==> config.mk <==
export PLATFORM = sky130hd
export DESIGN_NAME = multi_debounced_sync_flat
export DESIGN_NICKNAME = d
export VERILOG_FILES = /design/src/rtl/debounce_pkg.sv /design/src/rtl/multi_debounced_sync_if.sv /design/src/rtl/debounce_channel.sv /design/src/rtl/multi_debounced_sync.sv /design/src/flat_wrapper.sv
export SDC_FILE = /design/constraint.sdc
export NUM_CORES = 1
export LEC_CHECK = 0
export BUFFER_PORTS_ARGS = -buffer_cell sky130_fd_sc_hd__buf_2
export CORE_UTILIZATION = 30
export DETAILED_ROUTE_END_ITERATION = 16
export GPL_ROUTABILITY_DRIVEN = 0
export PLACE_DENSITY = 0.56
export SLEW_MARGIN = 40
export SYNTH_ARGS = -nofsm -noshare
export SYNTH_HDL_FRONTEND = slang
export SYNTH_SLANG_ARGS = --single-unit
==> constraint.sdc <==
create_clock -name fastClock -period 2.4 [get_ports fastClock]
set_input_delay 0 -clock fastClock [delete_from_list [all_inputs] [get_ports fastClock]]
set_output_delay 0 -clock fastClock [all_outputs]
set_load 0.03 [all_outputs]
==> src/rtl/debounce_pkg.sv <==
// -----------------------------------------------------------------------------
// debounce_pkg
// Shared definitions for the multi-channel synchroniser / debouncer slice:
//   DEFAULT_SYNC_STAGES     : default synchroniser depth
//   DEFAULT_DEBOUNCE_CYCLES : default number of consecutive differing cycles
//   clog2()                 : ceiling log2 usable in constant expressions
// -----------------------------------------------------------------------------
package debounce_pkg;

    localparam int DEFAULT_SYNC_STAGES     = 2;
    localparam int DEFAULT_DEBOUNCE_CYCLES = 3;

    // Ceiling log2; clog2(1) = 0, clog2(4) = 2, clog2(5) = 3.
    function automatic int clog2(input int value);
        int result;
        int remaining;
        result    = 0;
        remaining = value - 1;
        while (remaining > 0) begin
            result    = result + 1;
            remaining = remaining >>> 1;
        end
        return result;
    endfunction

endpackage

==> src/rtl/multi_debounced_sync_if.sv <==
// -----------------------------------------------------------------------------
// multi_debounced_sync_if
// Bundle between pad-side stimulus (master) and the debouncer (slave).
//   inputData   : raw asynchronous pad levels          (master -> slave)
//   outputData  : debounced stable levels              (slave -> master)
//   riseStrobe  : one-cycle 0->1 pulse per channel     (slave -> master)
//   fallStrobe  : one-cycle 1->0 pulse per channel     (slave -> master)
// With DEBOUNCE_GLITCH_CNT_EN defined, additionally:
//   clearGlitch : synchronous clear of glitch counters (master -> slave)
//   glitchCount : packed saturating counters, ch0 LSBs (slave -> master)
// -----------------------------------------------------------------------------
interface multi_debounced_sync_if #(
    parameter int CHANNELS = 2,
    parameter int GLITCH_W = 8
);

    logic [CHANNELS-1:0] inputData;
    logic [CHANNELS-1:0] outputData;
    logic [CHANNELS-1:0] riseStrobe;
    logic [CHANNELS-1:0] fallStrobe;

`ifdef DEBOUNCE_GLITCH_CNT_EN
    logic                         clearGlitch;
    logic [CHANNELS*GLITCH_W-1:0] glitchCount;

    modport master (
        output inputData,
        output clearGlitch,
        input  outputData,
        input  riseStrobe,
        input  fallStrobe,
        input  glitchCount
    );

    modport slave (
        input  inputData,
        input  clearGlitch,
        output outputData,
        output riseStrobe,
        output fallStrobe,
        output glitchCount
    );
`else
    modport master (
        output inputData,
        input  outputData,
        input  riseStrobe,
        input  fallStrobe
    );

    modport slave (
        input  inputData,
        output outputData,
        output riseStrobe,
        output fallStrobe
    );
`endif

endinterface

==> src/rtl/debounce_channel.sv <==
// -----------------------------------------------------------------------------
// debounce_channel
// One channel: SYNC_STAGES-deep synchroniser, counter-based debounce filter,
// registered rise/fall strobes and (with DEBOUNCE_GLITCH_CNT_EN) a saturating
// counter of aborted transitions.
//   fastClock   : clock, rising edge
//   reset       : asynchronous active-high reset
//   inBit       : raw asynchronous input
//   outBit      : debounced level (resets to RESET_BIT)
//   riseOut     : one-cycle pulse when outBit goes 0->1
//   fallOut     : one-cycle pulse when outBit goes 1->0
//   clearGlitch : synchronous counter clear (DEBOUNCE_GLITCH_CNT_EN only)
//   glitchCount : saturating aborted-transition count (DEBOUNCE_GLITCH_CNT_EN only)
// -----------------------------------------------------------------------------
module debounce_channel
    import debounce_pkg::*;
#(
    parameter int   SYNC_STAGES     = DEFAULT_SYNC_STAGES,
    parameter int   DEBOUNCE_CYCLES = DEFAULT_DEBOUNCE_CYCLES,
    parameter logic RESET_BIT       = 1'b1,
    parameter int   GLITCH_W        = 8
) (
    input  logic                fastClock,
    input  logic                reset,
    input  logic                inBit,
    output logic                outBit,
    output logic                riseOut,
`ifdef DEBOUNCE_GLITCH_CNT_EN
    input  logic                clearGlitch,
    output logic [GLITCH_W-1:0] glitchCount,
`endif
    output logic                fallOut
);

    localparam int CNT_W = (clog2(DEBOUNCE_CYCLES + 1) < 1) ? 1 : clog2(DEBOUNCE_CYCLES + 1);
    localparam logic [CNT_W-1:0] CNT_MAX = CNT_W'(DEBOUNCE_CYCLES - 1);
    localparam logic [CNT_W-1:0] CNT_ONE = CNT_W'(1);

    if (DEBOUNCE_CYCLES < 1 || SYNC_STAGES < 2 || GLITCH_W < 1) begin : gIllegalParams
        $error("debounce_channel: DEBOUNCE_CYCLES must be >= 1, SYNC_STAGES >= 2, GLITCH_W >= 1");
    end

    logic [SYNC_STAGES-1:0] syncR;
    logic [CNT_W-1:0]       cntR;
    logic [CNT_W-1:0]       cntNextS;
    logic                   outR;
    logic                   outNextS;
    logic                   riseR;
    logic                   riseNextS;
    logic                   fallR;
    logic                   fallNextS;
    logic                   syncedS;

    assign syncedS = syncR[SYNC_STAGES-1];
    assign outBit  = outR;
    assign riseOut = riseR;
    assign fallOut = fallR;

    // Plain shift-register synchroniser, no logic between stages.
    always_ff @(posedge fastClock or posedge reset) begin
        if (reset) begin
            syncR <= {SYNC_STAGES{RESET_BIT}};
        end else begin
            syncR <= {syncR[SYNC_STAGES-2:0], inBit};
        end
    end

    // Debounce decision: a bounce back to the stable level restarts the count.
    always_comb begin
        cntNextS  = cntR;
        outNextS  = outR;
        riseNextS = 1'b0;
        fallNextS = 1'b0;
        if (syncedS == outR) begin
            cntNextS = '0;
        end else if (cntR == CNT_MAX) begin
            cntNextS  = '0;
            outNextS  = syncedS;
            riseNextS = syncedS;
            fallNextS = ~syncedS;
        end else begin
            cntNextS = cntR + CNT_ONE;
        end
    end

    // Debounce state and registered strobes; reset abandons any pending change.
    always_ff @(posedge fastClock or posedge reset) begin
        if (reset) begin
            cntR  <= '0;
            outR  <= RESET_BIT;
            riseR <= 1'b0;
            fallR <= 1'b0;
        end else begin
            cntR  <= cntNextS;
            outR  <= outNextS;
            riseR <= riseNextS;
            fallR <= fallNextS;
        end
    end

`ifdef DEBOUNCE_GLITCH_CNT_EN
    localparam logic [GLITCH_W-1:0] GLITCH_MAX = {GLITCH_W{1'b1}};
    localparam logic [GLITCH_W-1:0] GLITCH_ONE = GLITCH_W'(1);

    logic                glitchS;
    logic [GLITCH_W-1:0] glitchR;

    // A glitch is a transition that was counting and then fell back.
    assign glitchS     = (syncedS == outR) && (cntR != '0);
    assign glitchCount = glitchR;

    // Saturating glitch counter; a coincident clear takes priority.
    always_ff @(posedge fastClock or posedge reset) begin
        if (reset) begin
            glitchR <= '0;
        end else if (clearGlitch) begin
            glitchR <= '0;
        end else if (glitchS && (glitchR != GLITCH_MAX)) begin
            glitchR <= glitchR + GLITCH_ONE;
        end else begin
            glitchR <= glitchR;
        end
    end
`endif

endmodule

==> src/rtl/multi_debounced_sync.sv <==
// -----------------------------------------------------------------------------
// multi_debounced_sync
// Multi-channel pad synchroniser and debouncer feeding the I2C controller.
// Optional glitch counters are built only when DEBOUNCE_GLITCH_CNT_EN is defined.
//   fastClock : sole clock, rising edge
//   reset     : asynchronous active-high reset (release synchronised upstream)
//   bus       : slave side of multi_debounced_sync_if
//               (inputData, outputData, riseStrobe, fallStrobe,
//                clearGlitch/glitchCount with DEBOUNCE_GLITCH_CNT_EN)
// This level only fans the vectors out to one debounce_channel per bit.
// -----------------------------------------------------------------------------
module multi_debounced_sync
    import debounce_pkg::*;
#(
    parameter int                  CHANNELS        = 2,
    parameter int                  SYNC_STAGES     = DEFAULT_SYNC_STAGES,
    parameter int                  DEBOUNCE_CYCLES = DEFAULT_DEBOUNCE_CYCLES,
    parameter logic [CHANNELS-1:0] RESET_VALUE     = {CHANNELS{1'b1}},
    parameter int                  GLITCH_W        = 8
) (
    input  logic                   fastClock,
    input  logic                   reset,
    multi_debounced_sync_if.slave  bus
);

    if (CHANNELS < 1 || CHANNELS > 32) begin : gIllegalChannels
        $error("multi_debounced_sync: CHANNELS must be in 1..32");
    end

    for (genvar c = 0; c < CHANNELS; c++) begin : gChannel
        debounce_channel #(
            .SYNC_STAGES     (SYNC_STAGES),
            .DEBOUNCE_CYCLES (DEBOUNCE_CYCLES),
            .RESET_BIT       (RESET_VALUE[c]),
            .GLITCH_W        (GLITCH_W)
        ) uChannel (
            .fastClock   (fastClock),
            .reset       (reset),
            .inBit       (bus.inputData[c]),
            .outBit      (bus.outputData[c]),
            .riseOut     (bus.riseStrobe[c]),
`ifdef DEBOUNCE_GLITCH_CNT_EN
            .clearGlitch (bus.clearGlitch),
            .glitchCount (bus.glitchCount[c*GLITCH_W +: GLITCH_W]),
`endif
            .fallOut     (bus.fallStrobe[c])
        );
    end

endmodule

==> src/flat_wrapper.sv <==
// flat-port wrapper written by rule: the top's interface ports become plain ports
module multi_debounced_sync_flat import debounce_pkg::*;
#(
    parameter int                  CHANNELS        = 2,
    parameter int                  SYNC_STAGES     = DEFAULT_SYNC_STAGES,
    parameter int                  DEBOUNCE_CYCLES = DEFAULT_DEBOUNCE_CYCLES,
    parameter logic [CHANNELS-1:0] RESET_VALUE     = {CHANNELS{1'b1}},
    parameter int                  GLITCH_W        = 8
)
  (fastClock, reset, bus_inputData, bus_outputData, bus_riseStrobe, bus_fallStrobe);
  multi_debounced_sync_if #(.CHANNELS(CHANNELS), .GLITCH_W(GLITCH_W)) bus_i ();
  input  logic fastClock;
  input  logic reset;
  input wire logic [$bits(bus_i.inputData)-1:0] bus_inputData;
  output wire logic [$bits(bus_i.outputData)-1:0] bus_outputData;
  output wire logic [$bits(bus_i.riseStrobe)-1:0] bus_riseStrobe;
  output wire logic [$bits(bus_i.fallStrobe)-1:0] bus_fallStrobe;
  assign bus_i.inputData = bus_inputData;
  assign bus_outputData = bus_i.outputData;
  assign bus_riseStrobe = bus_i.riseStrobe;
  assign bus_fallStrobe = bus_i.fallStrobe;
  multi_debounced_sync #(.CHANNELS(CHANNELS), .SYNC_STAGES(SYNC_STAGES), .DEBOUNCE_CYCLES(DEBOUNCE_CYCLES), .RESET_VALUE(RESET_VALUE), .GLITCH_W(GLITCH_W)) u_core (.fastClock(fastClock), .reset(reset), .bus(bus_i));
endmodule
Word-level counts from Yosys, hierarchy flattened
Cells that the tools add are included.
{"block": "word_totals", "reg_bits": 14, "input_bits": 4, "out_inout_bits": 6, "word_cells": 34}
{"block": "classes", "n_addsub": 2, "eq_ne": 4, "muxes": 12, "bitwise_logic": 4, "reduce_logical": 2}
{"op": "$mux W1", "count": 8}
{"op": "$mux W2", "count": 4}
{"op": "$add A2 B1 Y2 const B", "count": 2}
{"op": "$eq A2 B2 Y1 const B", "count": 2}
{"op": "$not A1 Y1", "count": 4}
{"op": "$reduce_and A2 Y1", "count": 2}
{"op": "$eq A1 B1 Y1", "count": 2}

Logic depth before layout (Yosys ltp)
Gate-level depths: netlist of run 1.
{"block": "depth", "word_depth": 3, "mapped_depth": 2, "depth_no_buf": 2}

Hierarchy
A second synthesis of run 1 with hierarchy kept.
{"block": "unflattened", "hier_cells": 30, "hier_area_um2": 495.5}
{"mod": "debounce_channel", "instances": 2, "cells_per_inst": 15, "area_each_um2": 247.7, "seq_area_each_um2": 178.9}

Worst setup path after synthesis of run 1
Ideal clock, no wire load.
{"block": "synth_path", "path_kind": "register to register", "startpoint": "reg u_core.gChannel[0].uChannel.cntR[0]", "endpoint": "reg u_core.gChannel[0].uChannel.outR", "setup_time_ns": 0.082, "t_arrival_ns": 0.829, "t_required_ns": 2.318, "path_slack_ns": 1.489, "stages_incl_launch_ff": 3, "n_path_buf": 0, "period_less_slack_ns": 0.911, "cell_sequence": "dfrtp_1 -> nor2b_4 -> mux2_2"}
{"block": "synth_between", "elab_chain_cells": 2}
{"element": "start: declaration", "line": "debounce_channel.sv:44", "source": "logic [CNT_W-1:0] cntR;"}
{"element": "start signal: assignment", "line": "debounce_channel.sv:94", "source": "cntR <= cntNextS;"}
{"element": "$eq A2 B2 Y1", "line": "debounce_channel.sv:76", "source": "end else if (cntR == CNT_MAX) begin"}
{"element": "$reduce_and A2 Y1 (no line)"}
{"element": "end signal: assignment", "line": "debounce_channel.sv:95", "source": "outR <= outNextS;"}
{"element": "end: declaration", "line": "debounce_channel.sv:46", "source": "logic outR;"}
Every way passes these cells.
A chain may end at the register's enable or synchronous reset.

Worst setup path after layout of run 1
{"block": "layout_path", "startpoint": "reg u_core.gChannel[1].uChannel.outR", "endpoint": "out bus_outputData[1]"}
{"element": "start: declaration", "line": "debounce_channel.sv:46"}
{"element": "start signal: assignment", "line": "debounce_channel.sv:95"}
{"element": "end: declaration", "line": "flat_wrapper.sv:15", "source": "output wire logic [$bits(bus_i.outputData)-1:0] bus_outputData;"}
No word-level cell between the ends.

==> flow_summary.ini, run 1 <==
[logic_synthesis]
multiplexer_share_of_the_synthesized_area_pct = 4.91
syn_area_per_cell_sq_um = 15.3
post_synth_xor_area_fraction_pct = 3.27
synth_warnings = 0
adder_cell_share_of_the_synthesized_area_pct = 0
netlist_area_sq_um = 536
postSynthRegisterBits = 14
synthDistinctLibCells = 12
netlist_instances = 35
seq_area_frac_synth_pct = 66.8
synth_top_family_by_area = simple AND/OR/NAND/NOR gates
yosys.area_share.simple_pct = 15.9
synth_compound_gate_area_share_pct = 0
number_of_nets_in_the_synthesized_netlist = 39

[clocking]
cts-buffers-inserted = 3
clock_sinks = 14
clockBufferDepth = 2
post_cts_resized = 0
cts_tree = done
cts_root_buf = clkbuf_4
worst_setup_hold_path_clk_slew_ps = 80
worstSkewPairLatency_ps = 280
htree_levels = 1

[setup_path]
number_of_logic_stages_on_the_critical_path_including_buffering = 1
worstPathMaxFanout = 5
crit_chain = buf_2
worst-endpoint-arrival_ps = 1060
end_kind = output port
critPathLaunchType = flip-flop
critical-path-slowest-cell = dfstp_2
cpLargestDelayFamily = flip-flops
critical_path.max_stage_delay_ps = 580
r2r_setup_slack_ps = 1430
cp_data_required_time_ps = 2400
cp_num_buf_inv = 1
rr_worst_depth = 2
setup.worst_path.class = flip-flop to output port

[global_routing]
grt_start_max_net_pins = 15
grt_use_total_pct = 9.36
grt.overflow.total = 0
number_of_antenna_violations_at_the_first_check_in_global_routing = 0
grt_pass1_wl_microns = 1210
first_global_vias = 280

[min_path]
hp-class = input port to asynchronous set/reset pin

[sta]
finalSetupViolations = 0
timing.final.crit_period_ps = 1060
finalHoldWorstSlack_ps = 278
finalClockSkew_ps = 4.97
max_clock_freq_ghz = 0.942
setup_total_negative_slack_ps = 0
layout_worst_path_cycle_share_pct = 44.2
timing_worst_slew_pin_value_ps = 502
slew_headroom_pct = 66.5
hold_viol = 0
grt_setup_unrepaired = no
final-max-slew-violation-count = 0

[route]
route.detailed.vias_per_inst = 3.94
first_iter_violations = 2
detail-route-antenna-nets = 0
finalWirelength_microns = 705
drt_drc_violations_left = 2
detail_route.first_pass.iterations = 9
via_count = 272
wire_per_inst_microns = 10.2

[power]
pwr-share-seq_pct = 49.9
p_total_w = 0.000726
power.share.switching_pct = 31.4
power.share.combinational_pct = 27.2
static-leakage-power_nw = 0.301
power_report.internal_total_w = 0.000498
power_frac_clock_pct = 22.9
p_per_area_nw_per_um2 = 1150
net-switching-power_w = 0.000228
vdd_drop_max_mv = 0.510

[cells_and_area]
final_layout_size_suffix_gt1_share_pct = 51.1
antenna-diode-count = 0
finalNetCount = 50
areaGrowthSynthToFinish_pct = 18.0

[die]
top_level_ports = 10
die_h_microns = 44.3
coreArea_sq_um = 1590
initial_core_util_pct = 33.6
floorplan.die_area_sq_um = 1960
die_width_microns = 44.3
std_cell_rows = 14

[placement]
place_hpwl_microns = 527
port-buffer-count = 9

[run]
cap_viol_max_count = 0

[outcome]
failed_checks = DRC
run_status = complete, but fails checks
==> power by group through the flow <==
stage | clock [W] | sequential [W] | combinational [W]
2_1_floorplan | 0 | 0.000355 | 0.000192
3_3_place_gp | 0 | 0.000358 | 0.000188
3_5_place_dp | 0 | 0.000368 | 0.000197
4_1_cts | 0.000172 | 0.000363 | 0.000201
5_1_grt | 0.000185 | 0.000374 | 0.000212
6_report | 0.000167 | 0.000362 | 0.000197
==> placed cells by master, fill, tap and decap left out <==
cell type,instances
buf_2,9
dfrtp_1,8
dfstp_2,6
nor3b_1,4
clkbuf_4,3
dlygate4sd3_1,3
xnor2_1,2
nor3_1,2
and3b_1,2
nor2b_4,1
nand2b_4,1
inv_1,1
mux2_2,1
mux2_4,1
clkbuf_8,1
==> registers in the layout, indices dropped and copies added (netlist names) <==
register and cells:
u_core.gChannel.uChannel.fallOut 2, u_core.gChannel.uChannel.syncR 4, u_core.gChannel.uChannel.outBit 2, u_core.gChannel.uChannel.riseOut 2, u_core.gChannel.uChannel.cntR 4
==> synth_stat cells <==
library cell | instances | share of area, %
mux2_2 | 1 | 2.1
mux2_4 | 1 | 2.8
buf_4 | 6 | 8.4
dfstp_2 | 6 | 29
and3b_1 | 2 | 3.3
dfrtp_1 | 8 | 37
nor3b_1 | 4 | 5.6
nand2b_4 | 1 | 2.6
nor3_1 | 2 | 1.9
nor2b_4 | 1 | 2.6
inv_1 | 1 | 0.70
xnor2_1 | 2 | 3.3
==> final timing paths <==
path | endpoint | from
max | bus_outputData[1] | u_core.gChannel[1].uChannel.outBit
min | u_core.gChannel[0].uChannel.cntR[1] | reset
max reg2reg | u_core.gChannel[0].uChannel.outBit | u_core.gChannel[0].uChannel.cntR[0]
min reg2reg | u_core.gChannel[1].uChannel.syncR[1] | u_core.gChannel[1].uChannel.syncR[0]
max in group asynchronous | u_core.gChannel[1].uChannel.syncR[0] | reset
min in group fastClock | u_core.gChannel[1].uChannel.syncR[1] | u_core.gChannel[1].uChannel.syncR[0]
==> per-layer routing <==
| metal | global-route usage, % | routed length (microns) | vias to the layer above |
|---|---|---|---|
| met3 | 6.12 | 68 | 2 |
| met2 | 16.8 | 363 | 12 |
| met5 | 0 | 0 | - |
| met4 | 3.64 | 8 | 0 |
| li1 | - | - | 127 |
| met1 | 8.18 | 265 | 131 |
==> through the flow <==
step | util, % | std cells | area (sq um) | setup slack [ps]
after floorplan | - | 35 | 536 | 1490
after global placement | 35.5 | 62 | 566 | 1490
after detailed placement | 35.5 | 62 | 566 | 1440
after CTS | 39.6 | 69 | 632 | 1330
after global routing | 39.6 | 69 | 632 | 1290
final | 39.6 | 69 | 632 | 1340
==> what timing repair did <==
| action | 4_1_cts | 5_1_grt |
|---|---|---|
| hold buffers | 3 | 0 |
| buffers inserted | 0 | 0 |
| endpoints found under the hold margin | 10 | 0 |
==> kinds of logic (layout without fill, tap and decap cells) <==
kind of cell | Yosys count | after routing
and+or+nand+nor | 10 | 10
DFF | 14 | 14
buffers and inverters | 7 | 17
muxes | 2 | 2
xor gates and xnor gates | 2 | 2
==> final cells by class <==
type / instances / area (sq um)
flip-flops and latches: 14 / 358
inverters: 1 / 3.75
repair buffers: 12 / 75.1
multi-input cells: 14 / 129
well taps: 24 / 30.0
fillers: 152 / 962
clock buffers: 4 / 36.3
No activity file was read; power rests on OpenSTA's default activity.
==> run 2: changes to the inputs <==
Clock period 2.4 ns to 1 ns, I/O delays scaled along.
==> run 2 against run 1 <==
  * The run ends with DRC, setup timing left
  * Worst setup slack got worse by 1300 ps
  * Worst hold slack barely moved
  * First-iteration DRC count stayed put
  * Critical path depth unchanged
  * Largest cell class unchanged
  * Utilization rose by 2.2 points
  * Clock power up 140%
  * Die area unchanged
  * Sequential power rose by 140%
  * Via count rose by 2.6%
==> flow_summary.ini, run 2 (synthesized netlist as in run 1, its figures left out) <==
[setup_path]
worstPathMaxFanout = 4
cpLargestDelayFamily = flip-flops
cp_data_required_time_ps = 1000
rr_worst_depth = 2
setup.worst_path.class = flip-flop to output port
number_of_logic_stages_on_the_critical_path_including_buffering = 1
end_kind = output port
critPathLaunchType = flip-flop
crit_chain = buf_6
worst-endpoint-arrival_ps = 1000
cp_num_buf_inv = 1
critical_path.max_stage_delay_ps = 580
critical-path-slowest-cell = dfstp_2

[route]
wire_per_inst_microns = 10.6
finalWirelength_microns = 760
via_count = 279
route.detailed.vias_per_inst = 3.88
detail_route.first_pass.iterations = 9
drt_drc_violations_left = 2
detail-route-antenna-nets = 0
first_iter_violations = 2

[cells_and_area]
commonest_non_fill_non_tap_cell_in_the_layout = dfrtp_1
final_cell_count_no_fill = 72
reg_top3 = u_core.gChannel.uChannel.cntR: 4 flops, u_core.gChannel.uChannel.syncR: 4 flops
antenna-diode-count = 0
final_core_utilization_pct = 41.8
areaGrowthSynthToFinish_pct = 24.5
final_layout_size_suffix_gt1_share_pct = 54.2
top_library_cells_by_usage_in_the_layout_fill_and_taps_aside = dfrtp_1, buf_2, dfstp_2
finalNetCount = 53

[clocking]
worst_setup_hold_path_clk_slew_ps = 90
cts_root_buf = clkbuf_4
clockBufferDepth = 2
htree_levels = 1
cts_tree = done
cts-buffers-inserted = 3
clock_sinks = 14
worstSkewPairLatency_ps = 280

[die]
initial_core_util_pct = 33.6
die_width_microns = 44.3
std_cell_rows = 14
floorplan.die_area_sq_um = 1960
top_level_ports = 10
die_h_microns = 44.3
coreArea_sq_um = 1590

[power]
p_total_w = 0.00190
power_report.internal_total_w = 0.00131
net-switching-power_w = 0.000585
pwr-share-seq_pct = 45.9
vdd_drop_max_mv = 1.28
power_frac_clock_pct = 21.2
static-leakage-power_nw = 0.320
power.share.switching_pct = 30.8
p_per_area_nw_per_um2 = 2850
power.share.combinational_pct = 32.9

[outcome]
failed_checks = DRC, setup timing
run_status = complete, but fails checks

[global_routing]
grt_pass1_wl_microns = 1260
grt_start_max_net_pins = 15
number_of_antenna_violations_at_the_first_check_in_global_routing = 0
grt.overflow.total = 0
first_global_vias = 293
grt_use_total_pct = 9.71

[min_path]
hp-class = input port to asynchronous set/reset pin

[sta]
layout_worst_path_cycle_share_pct = 100
post_layout_worst_setup_margin_ps = -2.23
slew_headroom_pct = 66.3
finalClockSkew_ps = 6.08
max_clock_freq_ghz = 0.998
timing.final.crit_period_ps = 1000
timing_worst_slew_pin_value_ps = 506
hold_viol = 0
final-max-slew-violation-count = 0
grt_setup_unrepaired = yes
finalSetupViolations = 1
setup_total_negative_slack_ps = -2.23

[placement]
place_hpwl_microns = 527
port-buffer-count = 9
post-place-cells = 62

[run]
cap_viol_max_count = 0
-- run 2: cell count changes in the layout (fill, tap and decap cells not counted) --
| cell | before | now |
|---|---|---|
| buf_2 | 9 | 7 |
| buf_4 | 0 | 3 |
| buf_6 | 0 | 2 |
-- run 2: repair_timing --
item                                    4_1_cts  5_1_grt
endpoints found under the setup margin        2        4
hold buffers                                  3        0
resized for setup                             4        0
buffers inserted                              1        2
hold endpoints to repair                     10        0
-- run 2: final timing paths --
path	start	endpoint	slack, ps
hold reg to reg	u_core.gChannel[1].uChannel.syncR[0]	u_core.gChannel[1].uChannel.syncR[1]	360
setup / recovery	u_core.gChannel[1].uChannel.outBit	bus_outputData[1]	-2
min in group fastClock	u_core.gChannel[1].uChannel.syncR[0]	u_core.gChannel[1].uChannel.syncR[1]	360
max in group asynchronous	reset	u_core.gChannel[1].uChannel.syncR[0]	360
setup reg to reg	u_core.gChannel[0].uChannel.outBit	u_core.gChannel[0].uChannel.riseOut	30
hold / removal	reset	u_core.gChannel[0].uChannel.cntR[1]	280
-- run 2: power groups by stage --
stage,clock (W),combinational (W),sequential (W)
after floorplan,0,0.000461,0.000852
after global placement,0,0.000451,0.000859
after detailed placement,0,0.000472,0.000882
after CTS,0.000413,0.000568,0.000875
after global routing,0.000444,0.000669,0.000890
final,0.000401,0.000624,0.000872
-- run 2: routing by layer --
layer  up-vias  wire (microns)  GRT usage (%)
met4         0               8           3.64
met5         -               0              0
li1        133               -              -
met3         2              65           6.12
met2        12             402           17.4
met1       132             283           8.71
-- run 2: through the flow --
stage,hold WS [ps],area (sq um),setup slack (ps)
global route,316,667,-41.0
floorplan,-115,536,89.2
CTS,300,652,-18.7
global placement,27.6,566,86.1
finish,278,667,-2.23
detailed placement,60.6,566,36.7
-- run 2: worst register-to-register path, cell delays in order (launching register included) --
cell	delay, ps
dfstp_2	580
buf_4	130
and3b_1	160
-- run 2: final cells by class --
type | instances | area, sq um
clock buffer | 4 | 36.3
fill | 149 | 927
inverter | 1 | 3.75
multi-input combinational | 14 | 129
sequential | 14 | 358
tap | 24 | 30.0
timing repair buffer | 15 | 110
==> run 3: changes to the inputs <==
Settings changed: SETUP_SLACK_MARGIN from default to 0.5.
==> run 3 against run 2 <==
  * The flow finishes with violations (hold timing, setup timing)
  * Largest power group unchanged
  * Design area is 10% higher
  * Power up 7.9%
  * Via count grew 6.1%
==> flow_summary.ini, run 3 (synthesized netlist as in run 1, its figures left out) <==
[setup_path]
critical_path.max_stage_delay_ps = 600
cpLargestDelayFamily = flip-flops
cp_data_required_time_ps = 1000
worst-endpoint-arrival_ps = 1010
critPathLaunchType = flip-flop
worstPathMaxFanout = 5
crit_chain = buf_6
end_kind = output port
critical-path-slowest-cell = dfstp_2
cp_num_buf_inv = 1
setup.worst_path.class = flip-flop to output port

[cells_and_area]
areaGrowthSynthToFinish_pct = 37.1
commonest_non_fill_non_tap_cell_in_the_layout = dfrtp_1
antenna-diode-count = 0
finalNetCount = 55
top_library_cells_by_usage_in_the_layout_fill_and_taps_aside = dfrtp_1, buf_6, dfstp_2
final_layout_size_suffix_gt1_share_pct = 66.0
final_cell_count_no_fill = 74
reg_top3 = u_core.gChannel.uChannel.cntR: 4 flops, u_core.gChannel.uChannel.syncR: 4 flops

[route]
route.detailed.vias_per_inst = 4.00
drt_drc_violations_left = 0
wire_per_inst_microns = 9.92
via_count = 296
finalWirelength_microns = 734
detail-route-antenna-nets = 0
first_iter_violations = 2
detail_route.first_pass.iterations = 5

[die]
coreArea_sq_um = 1590
floorplan.die_area_sq_um = 1960
die_width_microns = 44.3
die_h_microns = 44.3
top_level_ports = 10
initial_core_util_pct = 33.6
std_cell_rows = 14

[power]
vdd_drop_max_mv = 1.00
p_total_w = 0.00205
static-leakage-power_nw = 0.348
p_per_area_nw_per_um2 = 2790

[placement]
post-place-cells = 62
port-buffer-count = 9
worst_slack_placed_ps = 42.3
place_hpwl_microns = 492

[sta]
timing.final.crit_period_ps = 1010
hold_viol = 8
layout_worst_path_cycle_share_pct = 101
final-max-slew-violation-count = 0
max_clock_freq_ghz = 0.986
finalClockSkew_ps = 4.38
finalSetupViolations = 2
post_layout_worst_setup_margin_ps = -13.9
grt_setup_unrepaired = yes
slew_headroom_pct = 66.2
finalHoldWorstSlack_ps = -264
timing_worst_slew_pin_value_ps = 507

[clocking]
clockBufferDepth = 2
worstSkewPairLatency_ps = 270
htree_levels = 1
clock_sinks = 14
cts_hold_buffers = 2
cts-buffers-inserted = 3
worst_setup_hold_path_clk_slew_ps = 90
cts_root_buf = clkbuf_4
cts_tree = done

[global_routing]
top_usage_layer = met2
grt_use_total_pct = 10.0
grtUsageMet3_pct = 2.45
number_of_antenna_violations_at_the_first_check_in_global_routing = 0
grt_pass1_wl_microns = 1390
use_met1_pct = 12.0
grt_start_max_net_pins = 15
first_global_vias = 349
met2_usage_pct = 16.5
grt.overflow.total = 0

[min_path]
hp-class = input port to asynchronous set/reset pin

[run]
cap_viol_max_count = 0

[outcome]
run_status = complete, but fails checks
failed_checks = hold timing, setup timing
==> run 3: cell types whose count changed in the layout (fill, tap and decap cells not counted) <==
cell / change
mux2_4: +1
xnor2_1: -1
nor3b_1: -3
buf_6: +5
buf_2: -4
buf_4: +2
dlygate4sd3_1: -1
xnor2_2: +1
nor3b_2: +3
mux2_2: -1
==> run 3: metrics by stage <==
stage	hold WS, ps	setup TNS (ps)	instance area [sq um]	util [%]
after floorplan	-115	0	564	-
after global placement	26.9	0	587	36.8
after detailed placement	56.9	0	587	36.8
after CTS	-247	-40.5	727	45.6
after global routing	-226	-136	734	46.1
final	-264	-20.7	734	46.1
==> run 3: area by class of cell <==
class,count,area [sq um]
multi-input cells,14,155
clock buffers,4,36.3
repair buffers,17,151
well taps,24,30.0
fillers,141,860
flip-flops and latches,14,358
inverters,1,3.75
==> run 3: repair_timing <==
action / CTS / global route
endpoints found under the hold margin: 10 / 8
gates resized for setup: 14 / 0
setup endpoints to repair: 18 / 18
setup buffers: 5 / 1
==> run 3: power breakdown <==
group	internal (W)	switching [W]	total, W
Clock	0.000221	0.000177	0.000399
Sequential	0.000741	0.000143	0.000884
Combinational	0.000461	0.000303	0.000765
Total	0.00142	0.000624	0.00205
==> run 3: path summary, 6_finish.rpt <==
path                                                 startpoint                                   end  slack (ps)  depth (start not counted)
max in group asynchronous                                 reset  u_core.gChannel[1].uChannel.syncR[0]         900                          2
hold / removal                                            reset   u_core.gChannel[0].uChannel.fallOut        -260                          2
min in group fastClock                         bus_inputData[0]  u_core.gChannel[0].uChannel.syncR[0]         360                          2
hold reg to reg            u_core.gChannel[0].uChannel.syncR[0]  u_core.gChannel[0].uChannel.syncR[1]         360                          0
setup / recovery             u_core.gChannel[1].uChannel.outBit                     bus_outputData[1]         -10                          1
setup reg to reg             u_core.gChannel[0].uChannel.outBit   u_core.gChannel[0].uChannel.cntR[1]          40                          2
==> run 3: per-layer routing <==
metal	wire (microns)	up-vias
li1	-	138
met1	326	149
met2	380	9
met3	27	0
met4	0	0
met5	0	-
